==> config.mk <==
export PLATFORM = sky130hd
export DESIGN_NAME = riscv_trap_ctrl_flat
export DESIGN_NICKNAME = d
export VERILOG_FILES = /design/src/rtl/riscv_trap_ctrl_pkg.sv /design/src/rtl/riscv_trap_ctrl_if.sv /design/src/rtl/riscv_trap_ctrl.sv /design/src/flat_wrapper.sv
export SDC_FILE = /design/constraint.sdc
export NUM_CORES = 1
export LEC_CHECK = 0
export CORE_AREA = 8 8 124 126
export DETAILED_ROUTE_END_ITERATION = 12
export DIE_AREA = 0 0 132 134
export PLACE_DENSITY = 0.64
export SYNTH_ARGS = -nofsm -noshare
export SYNTH_HDL_FRONTEND = slang
export SYNTH_SLANG_ARGS = --single-unit
export TNS_END_PERCENT = 10
==> constraint.sdc <==
create_clock -name clk -period 1.72 [get_ports clk]
set_input_delay 0.344 -clock clk [delete_from_list [all_inputs] [get_ports clk]]
set_output_delay 0.344 -clock clk [all_outputs]
set_load 0.01 [all_outputs]
==> src/rtl/riscv_trap_ctrl_pkg.sv <==
// Shared trap encodings, CSR bit positions and FSM encodings for the trap
// sequencer and the CSR file.
package riscv_trap_ctrl_pkg;

    localparam logic [1:0] TRAP_NONE  = 2'b00;
    localparam logic [1:0] TRAP_ECALL = 2'b01;
    localparam logic [1:0] TRAP_IRQ   = 2'b10;

    localparam int MSTATUS_MIE_BIT = 3;
    localparam int MIE_MTIE_BIT    = 7;

    typedef enum logic [1:0] {
        ST_IDLE   = 2'b00,
        ST_JUMP   = 2'b01,
        ST_SETTLE = 2'b10
    } trap_state_e;

    typedef enum logic {
        KIND_TRAP = 1'b0,
        KIND_RET  = 1'b1
    } trap_kind_e;

endpackage

==> src/rtl/riscv_trap_ctrl_if.sv <==
// Signal bundle between the trap sequencer and its neighbours (WB stage,
// CLINT, CSR file, IF-stage PC mux).
interface riscv_trap_ctrl_if #(
    parameter int D_BUS_WIDTH = 64
);
    logic                   i_wb_valid;
    logic                   i_wb_ecall;
    logic                   i_wb_mret;
    logic                   i_mtip;
    logic                   i_mem_busy;
    logic [D_BUS_WIDTH-1:0] i_mstatus;
    logic [D_BUS_WIDTH-1:0] i_mie;
    logic [D_BUS_WIDTH-1:0] i_mtvec;
    logic [D_BUS_WIDTH-1:0] i_mepc;
    logic [1:0]             o_excep_csr_upd;
    logic                   o_mret_csr_upd;
    logic                   o_flush;
    logic                   o_stall;
    logic                   o_redirect_valid;
    logic [D_BUS_WIDTH-1:0] o_redirect_pc;
    logic                   o_busy;

    modport slave (
        input  i_wb_valid, i_wb_ecall, i_wb_mret, i_mtip, i_mem_busy,
        input  i_mstatus, i_mie, i_mtvec, i_mepc,
        output o_excep_csr_upd, o_mret_csr_upd, o_flush, o_stall,
        output o_redirect_valid, o_redirect_pc, o_busy
    );

    modport master (
        output i_wb_valid, i_wb_ecall, i_wb_mret, i_mtip, i_mem_busy,
        output i_mstatus, i_mie, i_mtvec, i_mepc,
        input  o_excep_csr_upd, o_mret_csr_upd, o_flush, o_stall,
        input  o_redirect_valid, o_redirect_pc, o_busy
    );
endinterface

==> src/rtl/riscv_trap_ctrl.sv <==
// Trap sequencer: takes ecall/mret/timer interrupt at mem2wb, strobes the CSR
// file, flushes the pipe and issues a one-cycle PC redirect.
module riscv_trap_ctrl
    import riscv_trap_ctrl_pkg::*;
#(
    parameter int D_BUS_WIDTH = 64,
    parameter bit MTIP_SYNC   = 1'b1
) (
    input logic               clk,
    input logic               rst,
    riscv_trap_ctrl_if.slave  bus
);

    trap_state_e state_q, state_d;
    trap_kind_e  kind_q, kind_d;
    logic        mtip_q;
    logic        mtip_s;
    logic        ev_ecall_s, ev_mret_s, irq_s;

    logic [1:0]             excep_s;
    logic                   mret_s, flush_s, stall_s, redirect_valid_s;
    logic [D_BUS_WIDTH-1:0] redirect_pc_s;
    logic                   unused_s;

    assign mtip_s = MTIP_SYNC ? mtip_q : bus.i_mtip;

    // Events are masked while reset is held so no half strobe escapes.
    assign ev_ecall_s = ~rst & bus.i_wb_valid & bus.i_wb_ecall;
    assign ev_mret_s  = ~rst & bus.i_wb_valid & bus.i_wb_mret;
    assign irq_s      = ~rst & mtip_s & bus.i_mstatus[MSTATUS_MIE_BIT]
                        & bus.i_mie[MIE_MTIE_BIT] & ~bus.i_mem_busy;

    assign unused_s = ^{bus.i_mtvec[1:0], bus.i_mepc[1:0]};

    // State, trap kind and timer synchronizer registers.
    always_ff @(posedge clk) begin
        if (rst) begin
            state_q <= ST_IDLE;
            kind_q  <= KIND_TRAP;
            mtip_q  <= 1'b0;
        end else begin
            state_q <= state_d;
            kind_q  <= kind_d;
            mtip_q  <= bus.i_mtip;
        end
    end

    // Next-state and trap-kind selection; ecall > mret > irq.
    always_comb begin
        state_d = state_q;
        kind_d  = kind_q;
        case (state_q)
            ST_IDLE: begin
                if (ev_ecall_s) begin
                    state_d = ST_JUMP;
                    kind_d  = KIND_TRAP;
                end else if (ev_mret_s) begin
                    state_d = ST_JUMP;
                    kind_d  = KIND_RET;
                end else if (irq_s) begin
                    state_d = ST_JUMP;
                    kind_d  = KIND_TRAP;
                end else begin
                    state_d = ST_IDLE;
                end
            end
            ST_JUMP:   state_d = ST_SETTLE;
            ST_SETTLE: state_d = ST_IDLE;
            default:   state_d = ST_IDLE;
        endcase
    end

    // Output decode: strobes stay combinational because mem2wb is only valid in cycle N.
    always_comb begin
        excep_s          = TRAP_NONE;
        mret_s           = 1'b0;
        flush_s          = 1'b0;
        stall_s          = 1'b0;
        redirect_valid_s = 1'b0;
        redirect_pc_s    = {D_BUS_WIDTH{1'b0}};
        case (state_q)
            ST_IDLE: begin
                if (ev_ecall_s) begin
                    excep_s = TRAP_ECALL;
                    flush_s = 1'b1;
                    stall_s = 1'b1;
                end else if (ev_mret_s) begin
                    mret_s  = 1'b1;
                    flush_s = 1'b1;
                    stall_s = 1'b1;
                end else if (irq_s) begin
                    excep_s = TRAP_IRQ;
                    flush_s = 1'b1;
                    stall_s = 1'b1;
                end else begin
                    excep_s = TRAP_NONE;
                end
            end
            ST_JUMP: begin
                redirect_valid_s = 1'b1;
                flush_s          = 1'b1;
                if (kind_q == KIND_RET) begin
                    redirect_pc_s = {bus.i_mepc[D_BUS_WIDTH-1:2], 2'b00};
                end else begin
                    redirect_pc_s = {bus.i_mtvec[D_BUS_WIDTH-1:2], 2'b00};
                end
            end
            default: begin
                excep_s = TRAP_NONE;
            end
        endcase
    end

    assign bus.o_excep_csr_upd  = excep_s;
    assign bus.o_mret_csr_upd   = mret_s;
    assign bus.o_flush          = flush_s;
    assign bus.o_stall          = stall_s;
    assign bus.o_redirect_valid = redirect_valid_s;
    assign bus.o_redirect_pc    = redirect_pc_s;
    assign bus.o_busy           = (state_q != ST_IDLE);

endmodule

==> src/flat_wrapper.sv <==
// flat-port wrapper written by rule: the top's interface ports become plain ports
module riscv_trap_ctrl_flat import riscv_trap_ctrl_pkg::*;
#(
    parameter int D_BUS_WIDTH = 64,
    parameter bit MTIP_SYNC   = 1'b1
)
  (clk, rst, bus_i_wb_valid, bus_i_wb_ecall, bus_i_wb_mret, bus_i_mtip, bus_i_mem_busy, bus_i_mstatus, bus_i_mie, bus_i_mtvec, bus_i_mepc, bus_o_excep_csr_upd, bus_o_mret_csr_upd, bus_o_flush, bus_o_stall, bus_o_redirect_valid, bus_o_redirect_pc, bus_o_busy);
  riscv_trap_ctrl_if #(.D_BUS_WIDTH(D_BUS_WIDTH)) bus_i ();
  input logic clk;
  input logic rst;
  input wire logic [$bits(bus_i.i_wb_valid)-1:0] bus_i_wb_valid;
  input wire logic [$bits(bus_i.i_wb_ecall)-1:0] bus_i_wb_ecall;
  input wire logic [$bits(bus_i.i_wb_mret)-1:0] bus_i_wb_mret;
  input wire logic [$bits(bus_i.i_mtip)-1:0] bus_i_mtip;
  input wire logic [$bits(bus_i.i_mem_busy)-1:0] bus_i_mem_busy;
  input wire logic [$bits(bus_i.i_mstatus)-1:0] bus_i_mstatus;
  input wire logic [$bits(bus_i.i_mie)-1:0] bus_i_mie;
  input wire logic [$bits(bus_i.i_mtvec)-1:0] bus_i_mtvec;
  input wire logic [$bits(bus_i.i_mepc)-1:0] bus_i_mepc;
  output wire logic [$bits(bus_i.o_excep_csr_upd)-1:0] bus_o_excep_csr_upd;
  output wire logic [$bits(bus_i.o_mret_csr_upd)-1:0] bus_o_mret_csr_upd;
  output wire logic [$bits(bus_i.o_flush)-1:0] bus_o_flush;
  output wire logic [$bits(bus_i.o_stall)-1:0] bus_o_stall;
  output wire logic [$bits(bus_i.o_redirect_valid)-1:0] bus_o_redirect_valid;
  output wire logic [$bits(bus_i.o_redirect_pc)-1:0] bus_o_redirect_pc;
  output wire logic [$bits(bus_i.o_busy)-1:0] bus_o_busy;
  assign bus_i.i_wb_valid = bus_i_wb_valid;
  assign bus_i.i_wb_ecall = bus_i_wb_ecall;
  assign bus_i.i_wb_mret = bus_i_wb_mret;
  assign bus_i.i_mtip = bus_i_mtip;
  assign bus_i.i_mem_busy = bus_i_mem_busy;
  assign bus_i.i_mstatus = bus_i_mstatus;
  assign bus_i.i_mie = bus_i_mie;
  assign bus_i.i_mtvec = bus_i_mtvec;
  assign bus_i.i_mepc = bus_i_mepc;
  assign bus_o_excep_csr_upd = bus_i.o_excep_csr_upd;
  assign bus_o_mret_csr_upd = bus_i.o_mret_csr_upd;
  assign bus_o_flush = bus_i.o_flush;
  assign bus_o_stall = bus_i.o_stall;
  assign bus_o_redirect_valid = bus_i.o_redirect_valid;
  assign bus_o_redirect_pc = bus_i.o_redirect_pc;
  assign bus_o_busy = bus_i.o_busy;
  riscv_trap_ctrl #(.D_BUS_WIDTH(D_BUS_WIDTH), .MTIP_SYNC(MTIP_SYNC)) u_core (.clk(clk), .rst(rst), .bus(bus_i));
endmodule
; After elaboration in Yosys (flattened, before gate mapping)
; Cells that the tools add are included.
[totals]
register_bits = 4
latchBits = 0
ram_bits = 0
rom_bits = 0
in_bits = 263
out_inout_bits = 71
elab_cells = 39
mem_count = 0
[op_classes]
addsub = 0
n_mul = 0
n_div = 0
n_lt_le_gt_ge = 0
eq_ne = 1
shift = 0
muxes = 22
bitwise = 9
n_reduce_logical = 4
[op_table]
columns = op, n
row1 = $mux W64, 2
row2 = $mux W1, 12
row3 = $mux W2, 6
row4 = $and A1 B1 Y1, 7
row5 = $pmux W2 S2, 1
row6 = $reduce_bool A3 Y1, 1
row7 = $eq A2 B1 Y1 const B, 1
row8 = $logic_not A2 Y1, 1
row9 = $not A1 Y1, 2
row10 = $pmux W1 S2, 1
row11 = $reduce_and A2 Y1, 1
row12 = $reduce_bool A2 Y1, 1

; Logic depth before layout (Yosys ltp)
; Gate-level depths: netlist of run 1.
[logic_depth]
word_depth = 9
ltp_mapped = 4
ltp_nobuf = 3

; Worst setup path after synthesis of run 1
; OpenSTA, ideal clock, no wires.
[synth_timing]
path_type = register to output
from = reg u_core.state_q[0]
to = out bus_o_excep_csr_upd[1]
t_arrival_ps = 1037
required_ps = 1376
slack_ps = 339
stages_incl_launch_ff = 4
path_buffers = 0
path_cell_list = dfxtp_1 nor4b_2 nand4_2 a31oi_1
[synth_between]
elab_chain_cells = 2
[synth_lines]
columns = item, line
row1 = start: declaration, riscv_trap_ctrl.sv:14  ; trap_state_e state_q, state_d;
row2 = start signal: assignment, riscv_trap_ctrl.sv:42  ; state_q <= state_d;
row3 = $logic_not A2 Y1, riscv_trap_ctrl.sv:81  ; case (state_q)
row4 = $mux W2, riscv_trap_ctrl.sv:81
row5 = end: declaration, flat_wrapper.sv:20  ; output wire logic [$bits(bus_i.o_excep_csr_upd)-1:0] bus_o_excep_csr_upd;
; No other way between the ends.

; Worst setup path after layout of run 1
[layout_timing]
from = reg u_core.state_q[1]
to = out bus_o_mret_csr_upd
[layout_between]
elab_chain_cells = 2
[layout_lines]
columns = item, line
row1 = $logic_not A2 Y1, riscv_trap_ctrl.sv:81
row2 = $mux W1, riscv_trap_ctrl.sv:81
row3 = end: declaration, flat_wrapper.sv:21  ; output wire logic [$bits(bus_i.o_mret_csr_upd)-1:0] bus_o_mret_csr_upd;
; No other way between the ends.

==> metrics list, run 1 <==
* Total global-route track usage: 9.406%
- Broken down by cell family, the worst path's largest delay share belongs to simple AND/OR/NAND/NOR gates.
- RSZ-0062 raised after global routing: yes
* Critical path buffers and inverters: 3
- Clock period minus worst slack: 1.780 ns
- Type of the tightest min-delay check: register to register
* Root Buffer Master: sky130_fd_sc_hd__clkbuf_16
- Counting along the longest clock path gives a buffer depth of 2.
* Post-detailed-route via-to-cell ratio: 3.660
* Maximum achievable frequency: 561.9 MHz
* Total chip power: 1.316 mW
* Number of clock sinks: 4
- TritonCTS clock tree: done
- Register bit total from synthesis: 4
- Worst reg2reg path depth: 6
* Proportion of netlist area held by the largest area contributor: 53.85%
* Critical Path Start Type: register
- The routed layout has 2046 vias.
- The wire-length estimate of the detail-placed layout is 7095 um.
* Final period util: 103.5%
* Number of distinct library cells after synthesis: 20
- Post-route DRC violation count: 0
* Cells after synthesis: 163
- Drt wl/cell: 15.85 um
- TritonCTS Buffers: 3
- The number of global-route vias before repair is 2325.
- The max-slew violation total from the final report is 0.
- STA classifies the critical path endpoint as an output pin.
- With fillers left out, the area of the finished cells amounts to 3655 sq um.
- The critical path is of the register to output pin type.
* Post-synthesis instance area: 1152 sq um
* Wire length of the first global-routing pass: 13280 um
- Ant. Diodes: 0
* Power per unit of standard cell area: 360.2 nW/um^2
* Vert. Die Dim: 134 um
- Critical-path cell list: buf_6 -> nor4b_4 -> buf_4 -> and3b_1 -> buf_2
- The hold violation count in the final report is 0.
- Crit-path slowest cell: sky130_fd_sc_hd__dfxtp_4
- The initial utilization of the core area, before any placement, comes to 8.533%.
- DRT iter0 DRCs: 38
- Total of max-cap violations: 0
* H-tree depth reported by CTS: 1
- Worst path depth: 5
* Maximum cell stage delay along the critical path: 0.35 ns
* Proportion of layout cells with a drive suffix above 1: 34.83%
* Number of placement rows: 43
* Reported leakage power: 1.518 nW
- Final core area utilization: 27.06%
- The run finished, with violations left.
- Yosys warnings: 0
- Die Footprint: 17690 sq um
* Final nets: 643
- Wires add up to 8858 um.
- Overall overflow remaining after global route: 0
- Number of nets with antenna violations after detailed routing: 0
* Final Worst Setup Slack: -0.05970 ns
- Along the worst path, the maximum fanout reaches 3.
* Post-synthesis cell type with the largest combined area: sky130_fd_sc_hd__mux2i_1
* Violations in the final reports: negative setup slack
- RD Place Congestion: 0.8147
* Leading cell type in the layout, fill and taps excluded: sky130_fd_sc_hd__clkdlybuf4s50_1
- Clock-pin slew was measured on the worst setup and hold paths at 0.03 ns.
- IR analysis of the VDD net gives a maximum drop of 0.3208 mV.
* Average footprint of a synthesized cell: 7.070 sq um
* Post-synthesis sequential area ratio: 6.949%
* Final-report setup violation count: 4
- The floorplan step set the die width to 132 um.
- The number of antenna violations at the first check in global routing is 0.
* Worst skew pair latency: 0.23 ns
* Total cell area at the placement stage: 3473 sq um
- Most frequent cells in the layout: 128 x sky130_fd_sc_hd__clkdlybuf4s50_1, 63 x sky130_fd_sc_hd__buf_2, 54 x sky130_fd_sc_hd__mux2i_1
* Number of buffers inserted by port buffering: 201
* TNS Setup: -0.1516 ns
* Most area-consuming cells after synthesis: sky130_fd_sc_hd__mux2i_1 54%, sky130_fd_sc_hd__nor2_1 21%, sky130_fd_sc_hd__dfxtp_1 6.9%
- Data on the critical path arrives at its endpoint at 1.44 ns.
- Entering global routing, the biggest net connects 18 pins.
- Number of hold buffers added after CTS: 0
- Synthesis-to-layout area growth: 217.2%
- Number of top-level pins: 334
- First drt pass iteration count: 4
- Standard cell core area: 13500 sq um
- Worst Clk Skew: 0.001079 ns
- Critical Path RT: 1.38 ns
- The worst hold path passes through 2 cells.
- OpenSTA, run right after detailed placement, puts the worst setup slack at -0.8095 ns.
power breakdown:
group	leakage [nW]	internal, mW	switching (mW)	total (mW)
registers	0.0347	0.0975	0.00801	0.106
logic	1.44	0.521	0.310	0.831
clock network	0.0382	0.307	0.0731	0.380
total	1.52	0.926	0.391	1.32
per-layer routing:
metal  global-route usage [%]  vias up  share of wire (%)
li1                         -      988                  -
met1                    10.64      904                 41
met2                    16.47      148                 47
met3                    3.740        6                 11
met4                    1.659        0                1.0
met5                        0        -                  0
cell usage after synthesis, drive strengths merged:
| cell | number |
|---|---|
| a41o | 1 |
| dfxtp | 4 |
| nand3 | 1 |
| nor2b | 1 |
| a31oi | 1 |
| nand4 | 1 |
| mux2i | 62 |
| conb | 1 |
| nand2b | 1 |
| nand2 | 3 |
| nor4b | 2 |
| clkbuf | 1 |
| or2 | 2 |
| inv | 2 |
| and3b | 1 |
| nor2 | 63 |
| and2 | 1 |
| buf | 15 |
kinds of logic after synthesis:
group / count (synthesis) / synth area share (%)
compound gates: 2 / 1.412
buf+inv: 18 / 8.359
flops: 4 / 6.949
mux: 62 / 53.85
other cells: 1 / 0.3254
simple gates: 76 / 29.10
stage by stage:
| stage | hold slack [ns] | cells |
|---|---|---|
| floorplan | 0.4156 | 164 |
| global placement | 0.5129 | 544 |
| detailed placement | 0.5171 | 544 |
| CTS | 0.5248 | 560 |
| global route | 0.5721 | 559 |
| finish | 0.5443 | 559 |
repair_timing:
action                     in CTS  in global routing
setup endpoints to repair      69                 55
pin swaps                       4                  1
gates cloned                    6                  0
setup buffers                   6                  2
resized for setup             297                 36
path summary, 6_finish.rpt:
path                           from                  to  slack, ns
setup / recovery  u_core.state_q[1]  bus_o_mret_csr_upd      -0.06
hold / removal        u_core.mtip_q   u_core.state_q[0]       0.54
setup reg to reg  u_core.state_q[1]       u_core.kind_q       0.29
hold reg to reg       u_core.mtip_q   u_core.state_q[0]       0.54
final cells by class:
type	count	area (sq um)
Tap cell	180	225.2
Fill cell	1467	9849
Sequential cell	4	88.84
Clock buffer	4	78.83
Inverter	2	7.507
Timing Repair Buffer	227	2079
Multi-Input combinational cell	142	1175
registers in the layout, indices dropped and copies added, names as in the netlist:
| name | count |
|---|---|
| u_core.kind_q | 1 |
| u_core.mtip_q | 1 |
| u_core.state_q | 2 |
worst reg2reg max path: stages, from the launching register on:
cell                      delay (ns)
sky130_fd_sc_hd__dfxtp_4        0.35
sky130_fd_sc_hd__buf_6          0.13
sky130_fd_sc_hd__nor4b_4        0.28
sky130_fd_sc_hd__buf_4          0.16
sky130_fd_sc_hd__nand2_2        0.06
sky130_fd_sc_hd__buf_4          0.14
sky130_fd_sc_hd__a41o_1         0.21
(Power assumes the default switching activity.)
==> run 2: changes to the inputs <==
--- a/config.mk
+++ b/config.mk
@@ -5,10 +5,10 @@
 export SDC_FILE = /design/constraint.sdc
 export NUM_CORES = 1
 export LEC_CHECK = 0
-export CORE_AREA = 8 8 124 126
+export CORE_AREA = 5 5 128 130
 export DETAILED_ROUTE_END_ITERATION = 12
-export DIE_AREA = 0 0 132 134
-export PLACE_DENSITY = 0.64
+export DIE_AREA = 0 0 133 135
+export PLACE_DENSITY = 0.59
 export SYNTH_ARGS = -nofsm -noshare
 export SYNTH_HDL_FRONTEND = slang
 export SYNTH_SLANG_ARGS = --single-unit
==> run 2 against run 1 <==
- largest cell class unchanged
- critical path depth stayed put
- global-route usage down 1.9 points
- core utilization down 4.4 points
- routed wire length decreased by 9.9%
- maximum frequency shrank 1.3%
- highest routed layer is now met3
- worst setup slack lost 0.024 ns
- combinational power decreased by 9.6%
- die area rose by 1.5%
- cell area decreased by 6.9%
- non-clock buffer count fell by 10
- critical path type unchanged
- critical endpoint unchanged
- the flow still finishes with violations (negative setup slack)
==> metrics list, run 2 (synthesized netlist as in run 1, its figures left out) <==
- Result of the run: finished with violations (unchanged).
- Violations in the final reports: negative setup slack (unchanged).
- Vert. Die Dim: 135 um (was 134 um)
* Number of clock sinks: 4 (unchanged)
- Number of top-level pins: 334 (unchanged)
- The hold violation count in the final report is 0 (unchanged).
- The number of stages on the worst setup path came to 5 (unchanged).
- The hold-critical path endpoint is u_core.state_q[0] (unchanged).
- Synthesis-to-layout area growth: 195.2% (was 217.2%)
- Maximum achievable frequency: 554.4 MHz (was 561.9 MHz)
- The number of global-route vias before repair was 2105 (was 2325).
* Final Worst Setup Slack: -0.08391 ns (was -0.05970 ns)
* Final-report setup violation count: 5 (was 4)
* Reported leakage power: 1.431 nW (was 1.518 nW)
- The ratio of total power to cell area is 360.7 nW/um^2 (was 360.2 nW/um^2).
- Die Footprint: 17960 sq um (was 17690 sq um)
* Startpoint of the lowest-slack register-to-register path: u_core.state_q[0] (was u_core.state_q[1])
- The utilization after layout came to 22.63% (was 27.06%).
- Number of antenna violations at the first check in global routing: 0 (unchanged)
- The max-slew violation total from the final report was 0 (unchanged).
- The most common cell after layout, fill and taps aside was sky130_fd_sc_hd__clkdlybuf4s50_1 (unchanged).
* Ant. Diodes: 0 (unchanged)
- The total number of H-tree levels was 1 (unchanged).
* Drt total wl: 7984 um (was 8858 um)
* Largest registers: u_core.state_q (2), u_core.kind_q (1), u_core.mtip_q (1) (unchanged)
* DRT iter0 DRCs: 18 (was 38)
- Total of max-cap violations: 0 (unchanged)
- The count of input and output buffers is 201 (unchanged).
* Root Buffer Master: sky130_fd_sc_hd__clkbuf_16 (unchanged)
* Number of flip-flops under the largest register name: 2 (unchanged)
* Critical Path RT: 1.38 ns (about the same)
- The maximum count of clock buffers along a single path was 2 (unchanged).
* HPWL after detailed placement: 6558 um (was 7095 um)
- The clock skew is 0.0008203 ns (was 0.001079 ns).
- The maximum cell stage delay along the critical path is 0.35 ns (about the same).
- Largest Register: u_core.state_q (unchanged)
* Final nets: 633 (was 643)
- The routed wire length per instance is 14.33 um (was 15.85 um).
- WHS Path Cells: 2 (unchanged)
* Type of the tightest min-delay check: register to register (unchanged)
- The capture instance of the worst register-to-register path is u_core.kind_q (unchanged).
- The final weighted congestion in routability-driven placement was 0.7525 (was 0.8147).
- Most frequent cells in the layout: 128 x sky130_fd_sc_hd__clkdlybuf4s50_1, 63 x sky130_fd_sc_hd__buf_2, 60 x sky130_fd_sc_hd__mux2i_1 (was 128 x sky130_fd_sc_hd__clkdlybuf4s50_1, 63 x sky130_fd_sc_hd__buf_2, 54 x sky130_fd_sc_hd__mux2i_1).
- Cell class contributing the biggest share of worst-path delay: simple AND/OR/NAND/NOR gates (unchanged)
- In this design, the critical path's most frequently occurring cell is sky130_fd_sc_hd__buf_6.
- Via count: 1971 (was 2046)
- The count of buffer and inverter cells on the critical path was 3 (unchanged).
* Proportion of layout cells with a drive suffix above 1: 33.06% (was 34.83%)
- Number of placement rows: 45 (was 43)
- Start point of the critical path: u_core.state_q[0] (was u_core.state_q[1])
- The TritonCTS clock tree was done (unchanged).
- The slowest cell on the critical path is sky130_fd_sc_hd__dfxtp_4 (unchanged).
* Worst vdd ir: 0.3202 mV (was 0.3208 mV)
* Critical path peak fanout: 3 (unchanged)
- Number of nets with antenna violations after detailed routing: 0 (unchanged)
- TritonCTS Buffers: 3 (unchanged)
- The number of cells on the worst reg-to-reg path came to 6 (unchanged).
- Horizontal die dimension: 133 um (was 132 um)
- The arrival time reported for the critical path endpoint was 1.46 ns (was 1.44 ns).
- Clock period minus worst slack: 1.804 ns (was 1.780 ns)
* Startpoint of the lowest-slack hold path: u_core.mtip_q (unchanged)
- The source-to-sink clock delay at the later pin of the worst-skew pair is 0.22 ns (was 0.23 ns).
- Critical-path cell list: buf_6 -> nor4b_4 -> buf_4 -> and3b_2 -> buf_6 (was buf_6 -> nor4b_4 -> buf_4 -> and3b_1 -> buf_2).
* Number of hold buffers added after CTS: 0 (unchanged)
* Post-route DRC violation count: 0 (unchanged)
- The via-per-instance ratio came to 3.539 (was 3.660).
- RSZ-0062 raised after global routing: yes (unchanged).
- Total chip power: 1.227 mW (was 1.316 mW)
* Overall overflow remaining after global route: 0 (unchanged)
- Initial core utilization: 7.665% (was 8.533%)
* Reg2reg setup slack: 0.25 ns (was 0.29 ns)
* Final period util: 104.9% (was 103.5%)
* Clock-pin slew on the worst setup and hold paths: 0.03 ns (about the same)
* Wire length of the first global-routing pass: 10980 um (was 13280 um)
- Total global-route track usage: 7.556% (was 9.406%)
- The critical path endpoint category was an output pin (unchanged).
- The first-pass iteration count of the detailed router is 2 (was 4).
* Critical Path Start Type: register (unchanged)
- The number of filler instances in the final layout was 1664 (was 1467).
* Type of the worst setup path: register to output pin (unchanged)
- The maximum number of pins on one net before global-route repair is 31 (was 18).
* Standard cell core area: 15030 sq um (was 13500 sq um)
[run 2: stage by stage]
stage	setup WS, ns	setup TNS [ns]	instances	hold WS (ns)	cell area, sq um
2_1_floorplan	0.3386	0	164	0.4156	1156
3_3_place_gp	-0.7805	-15.23	550	0.5110	3456
3_5_place_dp	-0.7339	-14.42	550	0.5143	3456
4_1_cts	-0.08531	-0.2253	556	0.5365	3308
5_1_grt	-0.1481	-2.031	557	0.5728	3402
6_report	-0.08391	-0.2081	557	0.5520	3402
[run 2: metal layers]
metal	share of wire [%]	GRT usage, %	up-vias
met3	11	2.608	0
met1	40	8.754	873
li1	-	-	957
met2	49	13.80	141
met4	0	0.9238	0
met5	0	0	-
[run 2: repair_timing]
| action | CTS | global route |
|---|---|---|
| cloned | 1 | 1 |
| setup buffers | 1 | 0 |
| pin swaps | 4 | 2 |
| gates resized for setup | 290 | 27 |
| endpoints found under the setup margin | 69 | 45 |
[run 2: how the worst max path moves through the flow]
| stage | to | slack, ns |
|---|---|---|
| 2_1_floorplan | bus_o_excep_csr_upd[1] | 0.34 |
| 3_5_place_dp | bus_o_excep_csr_upd[1] | -0.73 |
| 6_report | bus_o_mret_csr_upd | -0.08 |
| 4_1_cts | bus_o_excep_csr_upd[1] | -0.09 |
| 3_3_place_gp | bus_o_excep_csr_upd[1] | -0.78 |
| 5_1_grt | bus_o_excep_csr_upd[1] | -0.15 |
[run 2: layout make-up]
type / instances / area, sq um / area share, %
clock buffer: 4 / 78.83 / 2.317
sequential: 4 / 88.84 / 2.611
inverter: 2 / 7.507 / 0.2207
tap: 188 / 235.2 / 6.914
timing repair buffer: 217 / 1901 / 55.87
multi-input combinational: 142 / 1091 / 32.07
[run 2: worst reg2reg max path, delay by kind of cell (launching register included)]
family                 cells  cell delay [ns]
DFF                        1             0.35
buffers and inverters      3             0.43
AOI/OAI and AO/OA          1             0.22
and+or+nand+nor            2             0.36
[run 2: power breakdown]
| group | total (mW) | internal, mW | switching [mW] |
|---|---|---|---|
| logic | 0.751 | 0.468 | 0.283 |
| clock network | 0.371 | 0.306 | 0.0648 |
| registers | 0.105 | 0.0979 | 0.00723 |
| total | 1.23 | 0.872 | 0.355 |
